[config.mk]
export PLATFORM = sky130hd
export DESIGN_NAME = truth_table_capture
export DESIGN_NICKNAME = d
export VERILOG_FILES = /design/src/rtl/truth_table_capture.sv
export SDC_FILE = /design/constraint.sdc
export NUM_CORES = 1
export LEC_CHECK = 0
export ABC_AREA = 1
export BUFFER_PORTS_ARGS = -buffer_cell sky130_fd_sc_hd__buf_2
export CAP_MARGIN = 10
export CORE_MARGIN = 5
export CORE_UTILIZATION = 50
export DETAILED_ROUTE_END_ITERATION = 8
export PLACE_DENSITY_LB_ADDON = 0.08
export SKIP_CTS_REPAIR_TIMING = 1
export SLEW_MARGIN = 20
export SYNTH_ARGS = -nofsm -noshare
export SYNTH_HDL_FRONTEND = slang
export SYNTH_SLANG_ARGS = --single-unit
[constraint.sdc]
create_clock -name clk -period 2.4 [get_ports clk]
set_input_delay 0.48 -clock clk [delete_from_list [all_inputs] [get_ports clk]]
set_output_delay 0.48 -clock clk [all_outputs]
set_load 0.005 [all_outputs]
[src/rtl/truth_table_capture.sv]
// Truth-table capture engine: sweeps every input code of a combinational or
// pipelined function under test, records its response per code and compares
// the recorded table against a golden table.
module truth_table_capture #(
    parameter int unsigned           N_IN     = 5,
    parameter int unsigned           LATENCY  = 1,
    parameter logic [2**N_IN-1:0]    EXPECTED = '0
) (
    input  logic                     clk,
    input  logic                     rst_n,
    input  logic                     start,
    input  logic                     resp,
    output logic [N_IN-1:0]          in_drv,
    output logic                     busy,
    output logic                     done,
    output logic [2**N_IN-1:0]       table_out,
    output logic [N_IN:0]            mismatch_cnt,
    output logic                     pass
);

    localparam int unsigned     NumEntries = 2**N_IN;
    localparam int unsigned     CntW       = N_IN + 1;
    localparam logic [N_IN-1:0] IdxMax     = '1;

    typedef enum logic [1:0] {
        StIdle,
        StDrive,
        StDrain,
        StDone
    } state_e;

    state_e                r_state;
    state_e                w_state_next;
    logic [N_IN-1:0]       r_in_drv;
    logic [NumEntries-1:0] r_table;
    logic [CntW-1:0]       r_cnt;
    logic                  r_last_cap;

    logic                  w_start_acc;
    logic                  w_drv_vld;
    logic                  w_cap_vld;
    logic [N_IN-1:0]       w_cap_idx;

    assign w_start_acc = start && ((r_state == StIdle) || (r_state == StDone));
    assign w_drv_vld   = (r_state == StDrive);

    // Capture-point alignment: index/valid travel LATENCY stages behind in_drv.
    if (LATENCY == 0) begin : g_comb
        assign w_cap_vld = w_drv_vld;
        assign w_cap_idx = r_in_drv;
    end else begin : g_pipe
        logic [LATENCY-1:0] r_pipe_vld;
        logic [N_IN-1:0]    r_pipe_idx [LATENCY];

        // Shift the driven index and its valid flag down the delay line.
        always_ff @(posedge clk or negedge rst_n) begin
            if (!rst_n) begin
                r_pipe_vld <= '0;
                for (int unsigned k = 0; k < LATENCY; k++) begin
                    r_pipe_idx[k] <= '0;
                end
            end else begin
                r_pipe_vld[0] <= w_drv_vld;
                r_pipe_idx[0] <= r_in_drv;
                for (int unsigned k = 1; k < LATENCY; k++) begin
                    r_pipe_vld[k] <= r_pipe_vld[k-1];
                    r_pipe_idx[k] <= r_pipe_idx[k-1];
                end
            end
        end

        assign w_cap_vld = r_pipe_vld[LATENCY-1];
        assign w_cap_idx = r_pipe_idx[LATENCY-1];
    end

    // State register.
    always_ff @(posedge clk or negedge rst_n) begin
        if (!rst_n) begin
            r_state <= StIdle;
        end else begin
            r_state <= w_state_next;
        end
    end

    // Next-state logic; DRAIN exits one edge after the last index is captured.
    always_comb begin
        w_state_next = r_state;
        unique case (r_state)
            StIdle, StDone: if (start)                 w_state_next = StDrive;
            StDrive:        if (r_in_drv == IdxMax)    w_state_next = StDrain;
            StDrain:        if (r_last_cap)            w_state_next = StDone;
            default:                                   w_state_next = StIdle;
        endcase
    end

    // Input driver and result capture. The pipeline is empty whenever a start
    // can be accepted, so clearing and capturing never collide.
    always_ff @(posedge clk or negedge rst_n) begin
        if (!rst_n) begin
            r_in_drv   <= '0;
            r_table    <= '0;
            r_cnt      <= '0;
            r_last_cap <= 1'b0;
        end else if (w_start_acc) begin
            r_in_drv   <= '0;
            r_table    <= '0;
            r_cnt      <= '0;
            r_last_cap <= 1'b0;
        end else begin
            // Natural wrap returns in_drv to 0 on the DRIVE-to-DRAIN edge.
            if (w_drv_vld) begin
                r_in_drv <= r_in_drv + N_IN'(1);
            end
            if (w_cap_vld) begin
                r_table[w_cap_idx] <= resp;
                // At most 2^N_IN increments, which CntW bits always hold.
                if (resp != EXPECTED[w_cap_idx]) begin
                    r_cnt <= r_cnt + CntW'(1);
                end
                if (w_cap_idx == IdxMax) begin
                    r_last_cap <= 1'b1;
                end
            end
        end
    end

    assign in_drv       = r_in_drv;
    assign busy         = (r_state == StDrive) || (r_state == StDrain);
    assign done         = (r_state == StDone);
    assign table_out    = r_table;
    assign mismatch_cnt = r_cnt;
    assign pass         = done && (r_cnt == '0);

endmodule

==> results of run 1 <==
-- kinds of logic after synthesis --
| logic type | Yosys count | share of synthesized area (%) |
|---|---|---|
| AND/OR/NAND/NOR | 158 | 26.6 |
| AO/OA/AOI/OAI | 44 | 9.09 |
| buffers and inverters | 49 | 7.78 |
| adder cells (fa/ha/maj) | 8 | 4.04 |
| flip-flops | 52 | 52.5 |
-- cell type report --
cell class,count,area [µm²]
Multi-Input combinational cell,210,983
Tap cell,67,83.8
Sequential cell,52,1300
Fill cell,456,1870
Clock inverter,2,10.0
Inverter,41,154
Timing Repair Buffer,52,268
Clock buffer,6,82.6
-- synth_stat cells (all sizes together) --
cell type  number
nor2           41
nor3           12
clkbuf          1
buf             7
nand3          31
nand4           1
o21ai          30
ha              8
inv            41
dfrtp          52
o211ai          2
a21oi          12
nor3b           1
nand2          72
-- power breakdown --
group | internal (mW) | total, mW | switching [mW]
logic | 0.304 | 0.948 | 0.644
registers | 1.03 | 1.19 | 0.161
clock network | 0.231 | 0.521 | 0.290
-- worst max-delay path, cell delays in order (launching register included) --
cell and delay (ps):
dfrtp_1 430, inv_1 60, ha_1 320, nand2_1 350, nand2_1 360, inv_2 360, nand2_1 100, o21ai_0 80
-- final timing paths --
path                                        end  depth (start not counted)
max                                table_out[4]                          7
max reg2reg                        table_out[4]                          7
min                                table_out[8]                          2
min in group clk           g_pipe.r_pipe_idx[2]                          0
max in group asynchronous  g_pipe.r_pipe_idx[3]                          2
min reg2reg                g_pipe.r_pipe_idx[2]                          0
-- per-layer routing --
metal	routed length (µm)	GRT usage, %	vias to the layer above
li1	-	-	1092
met1	2750	27.4	1019
met2	2560	29.6	65
met3	373	4.04	4
met4	71	6.42	0
met5	0	0	-
-- flip-flops by register name (all words and copies together), names as in the netlist --
signal / cells
r_state: 2
g_pipe.r_pipe_idx: 5
table_out: 32
g_pipe.r_pipe_vld: 1
mismatch_cnt: 6
in_drv: 5
r_last_cap: 1
-- metrics by stage --
step / area (µm²) / worst slack (ps) / util [%] / hold WS (ps) / total power [mW]
floorplan: 2480 / 918 / - / 184 / 1.80
global placement: 2790 / 396 / 58.7 / 427 / 2.13
detailed placement: 2790 / 272 / 58.7 / 429 / 2.16
CTS: 2880 / 261 / 60.6 / 297 / 2.67
global route: 2880 / 7.17 / 60.6 / 336 / 2.86
finish: 2880 / 251 / 60.6 / 269 / 2.66
==> impl_metrics.toml, run 1 <==
[power]
max-vdd-ir-drop_v = 0.000566
p_leak_nw = 1.60
power_density_mw_per_mm2 = 924

[synth]
syn_area_mm2 = 0.00248
yosysSeqAreaShare_pct = 52.5
synth_nets = 323
synth_warnings = 0
synth_cell_type_count = 16
synth_area_leaders = "dfrtp_1 53%, nand2_1 11%, nor2_1 6.2%"
synth.avg_cell_area_um2 = 7.97
synthCells = 311
ys_seq_elements = 52
synth_top_cell_area_share_pct = 52.5
yosys.area.top_type = "dfrtp_1"

[detailed_routing]
vias = 2180
firstDrtPassIters = 4
drt_wl_total_mm = 5.75
ant_nets = 0
drc = 0
wire_per_inst_um = 13.4
drt_iter0_markers = 105
vias_per_cell = 5.07

[floorplan]
start_util_pct = 52.1
coreArea_mm2 = 0.00475
rows = 25
die_w_um = 80.4
fp.dieH_um = 80.4
num_io_pins = 50
dieArea_mm2 = 0.00646

[clocking]
cts_buffers = 5
cts_sinks = 52
clkTransAtPathRegs_ps = 100
cts_root_buf = "clkbuf_8"
htree_levels = 2
cts_buffer_depth = 2
cts_tree = "built"
clk-insertion-delay-late_ps = 310

[setup_path]
r2r_setup_slack_ps = 250
crit_arrival_ps = 2380
startpoint = "r_state[0]"
required_ps = 2630
crit_type = "register to register"
cp-end-kind = "register"
cp_max_fo = 18
start_kind = "register"
r2r-start = "r_state[0]"

[final_layout]
nNetsFinal = 374
final_common_cell = "nand2_1"
area_growth_pct = 16.4
layoutNonFillerInstCount = 430
final_cell_mix = "72 x nand2_1, 52 x dfrtp_1, 49 x buf_2, 41 x nor2_1, 40 x inv_1"
layout-drive-gt1-share_pct = 17.1
diodes = 0

[sta]
rsz0062_at_grt = "false"
fmax_ghz = 0.465
post-route-period-util_pct = 89.5
max-slew-margin-rel_pct = 58.3
finalClockSkew_ps = 7.11
final_hold_viol_count = 0
min_period_ps = 2150
tightest_slew_ps = 626
slew_viol_final = 0
finalSetupViolCount = 0
fin_setup_tns_ps = 0

[min_path]
min_path_type = "primary input to async pin"

[run_status]
status = "finished, final reports clean"

[global_routing]
grt_max_degree = 53
antenna_found_initial = 0
track_usage_pct = 19.3
grt_overflow = 0
grt_pass1_vias = 2014
grt_pass1_wl_mm = 9.60

[placed_design]
hpwl_mm = 4.04
port-buffer-count = 49
globalplace.congestion = 0.777
dp.cells = 422

[flow_run]
cap_viol_max_count = 0
No activity file was read; power rests on OpenSTA's default activity.
==> run 2, diff against run 1 <==
--- a/config.mk
+++ b/config.mk
@@ -12,6 +12,7 @@
 export CORE_UTILIZATION = 50
 export DETAILED_ROUTE_END_ITERATION = 8
 export PLACE_DENSITY_LB_ADDON = 0.08
+export SETUP_SLACK_MARGIN = 0.5
 export SKIP_CTS_REPAIR_TIMING = 1
 export SLEW_MARGIN = 20
 export SYNTH_ARGS = -nofsm -noshare
==> impl_metrics.toml, run 2 (same netlist as run 1, synthesis figures left out) <==
[run_status]
status = "finished, final reports clean"

[final_layout]
layout-drive-gt1-share_pct = 18.5
ff_latch_area_mm2 = 0.00130
final_cell_mix = "70 x nand2_1, 51 x dfrtp_1, 49 x buf_2, 40 x nor2_1, 39 x inv_1"
largest_reg_flops = 32
diodes = 0
n_fill_cell = 453
area_growth_pct = 17.1
multi_input_area_um2 = 996
nNetsFinal = 374
final_common_cell = "nand2_1"
layoutNonFillerInstCount = 430

[detailed_routing]
ant_nets = 0
drt_wl_total_mm = 5.78
vias = 2190
firstDrtPassIters = 4
drc = 0
drt_iter0_markers = 102
wire_per_inst_um = 13.4
vias_per_cell = 5.09

[setup_path]
r2r_setup_slack_ps = 710
cp_slowest_cell = "dfrtp_1"
cp-end-kind = "output pin"
timing.rr.end = "table_out[10]"
path_cells = "inv_2 > ha_1 > nor3b_1 > buf_2"
crit_arrival_ps = 1310
crit_family = "flip-flops"
r2r-start = "r_state[0]"
critPathMaxStageDelay_ps = 450
required_ps = 1920
rr_worst_depth = 7
cp_max_fo = 5
crit_type = "register to output pin"
crit_buf_inv = 2
start_kind = "register"

[clocking]
clk-insertion-delay-late_ps = 310
cts_buffer_depth = 2
cts_tree = "built"
clkTransAtPathRegs_ps = 100
cts_buffers = 5
cts_sinks = 52
cts_root_buf = "clkbuf_8"
htree_levels = 2

[sta]
tightest_slew_ps = 629
fmax_ghz = 0.559
rsz0062_at_grt = "false"
slew_viol_final = 0
min_period_ps = 1790
final_hold_viol_count = 0
finalSetupViolCount = 0
fin_setup_tns_ps = 0
max-slew-margin-rel_pct = 58.1
post-route-period-util_pct = 74.5
finalClockSkew_ps = 6.30

[power]
p_leak_nw = 1.60
totalPowerFinal_mw = 2.69
power_density_mw_per_mm2 = 928
max-vdd-ir-drop_v = 0.000590

[floorplan]
num_io_pins = 50
fp.dieH_um = 80.4
coreArea_mm2 = 0.00475
start_util_pct = 52.1
die_w_um = 80.4
rows = 25
dieArea_mm2 = 0.00646

[global_routing]
grt_max_degree = 53
antenna_found_initial = 0
grt_pass1_wl_mm = 9.60
grt_pass1_vias = 2014
grt_overflow = 0
track_usage_pct = 19.3

[flow_run]
cap_viol_max_count = 0

[placed_design]
hpwl_mm = 4.04
port-buffer-count = 49
dp.cells = 422
globalplace.congestion = 0.777

[min_path]
min_path_type = "primary input to async pin"
==> run 2: cell counts in the layout (fill, tap and decap cells not counted) <==
No cell type changed its count.
==> run 2: stage by stage <==
stage / utilization (%) / cell area [µm²] / setup WS (ps) / hold WS [ps]
floorplan: - / 2480 / 918 / 184
global placement: 58.7 / 2790 / 396 / 427
detailed placement: 58.7 / 2790 / 272 / 429
CTS: 60.6 / 2880 / 261 / 297
global route: 61.0 / 2900 / 524 / 337
finish: 61.0 / 2900 / 612 / 270
==> run 2: how the worst max path moves through the flow <==
stage	endpoint	cells after the start	slack, ps	start
5_1_grt	pass	4	520	mismatch_cnt[0]
3_3_place_gp	table_out[20]	7	400	r_state[0]
3_5_place_dp	table_out[20]	7	270	r_state[0]
2_1_floorplan	table_out[11]	7	920	r_state[0]
4_1_cts	table_out[9]	7	260	r_state[0]
6_report	pass	4	610	mismatch_cnt[0]
==> run 2: final cells by class <==
type | count | share of cell area, %
clock buffer | 6 | 2.85
clock inverter | 2 | 0.345
inverter | 41 | 5.48
multi-input combinational | 210 | 34.3
sequential | 52 | 44.9
tap | 67 | 2.89
timing repair buffer | 52 | 9.23
==> run 2: power by group <==
group | switching (mW) | leakage, nW | internal, mW
Sequential | 0.165 | 0.709 | 1.03
Combinational | 0.657 | 0.845 | 0.313
Clock | 0.291 | 0.0510 | 0.231
Total | 1.11 | 1.60 | 1.58
==> run 2: metal layers <==
layer / GRT usage, % / wire length [µm]
met5: 0 / 0
met4: 6.42 / 73
met3: 4.04 / 433
met2: 29.6 / 2570
met1: 27.4 / 2710
==> run 3, diff against run 2 <==
--- a/config.mk
+++ b/config.mk
@@ -5,11 +5,11 @@
 export SDC_FILE = /design/constraint.sdc
 export NUM_CORES = 1
 export LEC_CHECK = 0
-export ABC_AREA = 1
+export ABC_AREA = 0
 export BUFFER_PORTS_ARGS = -buffer_cell sky130_fd_sc_hd__buf_2
 export CAP_MARGIN = 10
 export CORE_MARGIN = 5
-export CORE_UTILIZATION = 50
+export CORE_UTILIZATION = 49
 export DETAILED_ROUTE_END_ITERATION = 8
 export PLACE_DENSITY_LB_ADDON = 0.08
 export SETUP_SLACK_MARGIN = 0.5
==> constraint.sdc (replaced) <==
create_clock -name clk -period 1.5 [get_ports clk]
set_input_delay 0.3 -clock clk [delete_from_list [all_inputs] [get_ports clk]]
set_output_delay 0.3 -clock clk [all_outputs]
set_load 0.005 [all_outputs]
==> impl_metrics.toml, run 3 <==
[power]
power_density_mw_per_mm2 = 1460
p_leak_nw = 1.95
max-vdd-ir-drop_v = 0.00152

[clocking]
cts_root_buf = "clkbuf_8"
cts_tree = "built"
htree_levels = 2
clkTransAtPathRegs_ps = 90
cts_buffers = 5
cts_sinks = 52
cts_buffer_depth = 2
clk-insertion-delay-late_ps = 300

[global_routing]
grt_pass1_vias = 1917
grt_max_degree = 53
antenna_found_initial = 0
track_usage_pct = 17.8
grt_overflow = 0
grt_pass1_wl_mm = 8.96

[setup_path]
path_cells = "ha_1 > or4b_4 > nor3b_2 > buf_2"
r2r_setup_slack_ps = -140
required_ps = 1200
rr_worst_depth = 7
crit_arrival_ps = 1620
r2r-start = "in_drv[1]"
cp_slowest_cell = "or4b_4"
start_kind = "register"
cp_max_fo = 2
setup.worst_path.end = "pass"
crit_type = "register to output pin"
cp-end-kind = "output pin"
timing.rr.end = "r_state[0]"
startpoint = "r_state[0]"
critPathMaxStageDelay_ps = 460

[run_status]
status = "finished, violations left"
violations = "negative setup slack"

[floorplan]
start_util_pct = 50.6
coreArea_mm2 = 0.00475
die_w_um = 80.1
num_io_pins = 50
rows = 25
fp.dieH_um = 80.1
dieArea_mm2 = 0.00641

[final_layout]
nNetsFinal = 341
diodes = 0
design_area_mm2 = 0.00351
area_growth_pct = 46.0
layout-drive-gt1-share_pct = 39.7
final_cell_mix = "69 x nand2_1, 52 x dfrtp_1, 40 x buf_2, 36 x mux2i_1, 30 x buf_4"
final_common_cell = "nand2_1"
largest_reg_flops = 32

[synth]
yosys-top-cells-count = "72 x nand2_1, 52 x dfrtp_1, 36 x mux2i_1"
yosysSeqAreaShare_pct = 54.1
synth_edf_count = 0
yosys.area.top_type = "dfrtp_1"
synth_cell_type_count = 29
synth_area_leaders = "dfrtp_1 54%, mux2i_1 15%, nand2_1 11%"
synth.avg_cell_area_um2 = 10.4
synth_nets = 243
synth_top_cell_area_share_pct = 54.1
synth_warnings = 0
syn_area_mm2 = 0.00241
synthArstFlopShare_pct = 100
synth_flop_cell = "dfrtp_1"
synthCells = 231
synth_most_common_cell = "nand2_1"
ys_seq_elements = 52

[detailed_routing]
drt_wl_total_mm = 5.87
drt_iter0_markers = 114
wire_per_inst_um = 14.8
vias = 1972
ant_nets = 0
drc = 0
vias_per_cell = 4.97
firstDrtPassIters = 4

[sta]
tightest_slew_ps = 408
setup_slack_ps = -421
rsz0062_at_grt = "true"
finalClockSkew_ps = 5.38
final_hold_viol_count = 0
slew_viol_final = 0
fmax_ghz = 0.521
finalSetupViolCount = 23
min_period_ps = 1920
max-slew-margin-rel_pct = 72.6
post-route-period-util_pct = 128
holdWs_ps = 353

[flow_run]
cap_viol_max_count = 0

[placed_design]
placed_cell_area_mm2 = 0.00297
globalplace.congestion = 0.782
hpwl_mm = 3.65
port-buffer-count = 49

[min_path]
min_path_type = "primary input to register"
run 3: changes by cell type in the layout (fill, tap and decap cells not counted), sizes merged, moves of 28 or more:
| cell | change |
|---|---|
| inv | -33 |
| nor2 | -33 |
| o21ai | -28 |
| buf | +46 |
| nand3 | -28 |
| mux2i | +36 |
run 3: how the worst min path moves through the flow:
stage	startpoint	end	slack, ps	cells after the start
2_1_floorplan	rst_n	g_pipe.r_pipe_idx[0]	4	0
4_1_cts	rst_n	table_out[0]	-10	2
5_1_grt	resp	mismatch_cnt[1]	350	3
3_3_place_gp	rst_n	table_out[20]	320	2
3_5_place_dp	rst_n	table_out[20]	310	2
6_report	resp	mismatch_cnt[1]	350	3
run 3: worst max-delay path, delay by kind of cell (launching register included):
kind	cells	cell delay, ps
adder cells (fa/ha/maj)	1	170
buffers and inverters	1	140
flip-flops	1	370
AND/OR/NAND/NOR	2	640
run 3: area by class of cell:
class,count,area (µm²)
fill,352,1240
multi-input combinational,160,1140
tap,67,83.8
inverter,8,35.0
timing repair buffer,102,865
clock buffer,8,90.1
sequential,52,1300
run 3: kinds of logic after synthesis:
group,synth area share (%)
and+or+nand+nor,19.6
buffers and inverters,3.17
xor gates and xnor gates,1.82
AOI/OAI and AO/OA,2.18
adders and majority gates,4.16
DFF,54.1
muxes,15.0
run 3: where the power goes:
group	internal (mW)	total [mW]	leakage (nW)	switching (mW)
Clock	0.377	0.805	0.0455	0.428
Combinational	1.37	2.52	1.19	1.15
Sequential	1.61	1.80	0.711	0.190
Total	3.35	5.12	1.95	1.77
run 3: routing by layer:
metal	track usage [%]	share of wire (%)	up-vias	routed length, µm
li1	-	-	962	-
met1	23.1	44	966	2610
met2	29.9	51	40	2990
met3	4.71	4.1	4	238
met4	4.05	0.48	0	28
met5	0	0	-	0
run 3: metrics by stage:
step	utilization (%)	setup WS [ps]	power, mW	setup TNS (ps)	instances
4_1_cts	64.4	-427	4.47	-674	368
3_3_place_gp	62.5	-40.4	3.63	-80.9	360
6_report	73.9	-421	5.12	-1170	397
5_1_grt	73.9	-546	5.49	-4220	397
2_1_floorplan	-	-103	3.00	-225	231
3_5_place_dp	62.5	-55.8	3.65	-160	360
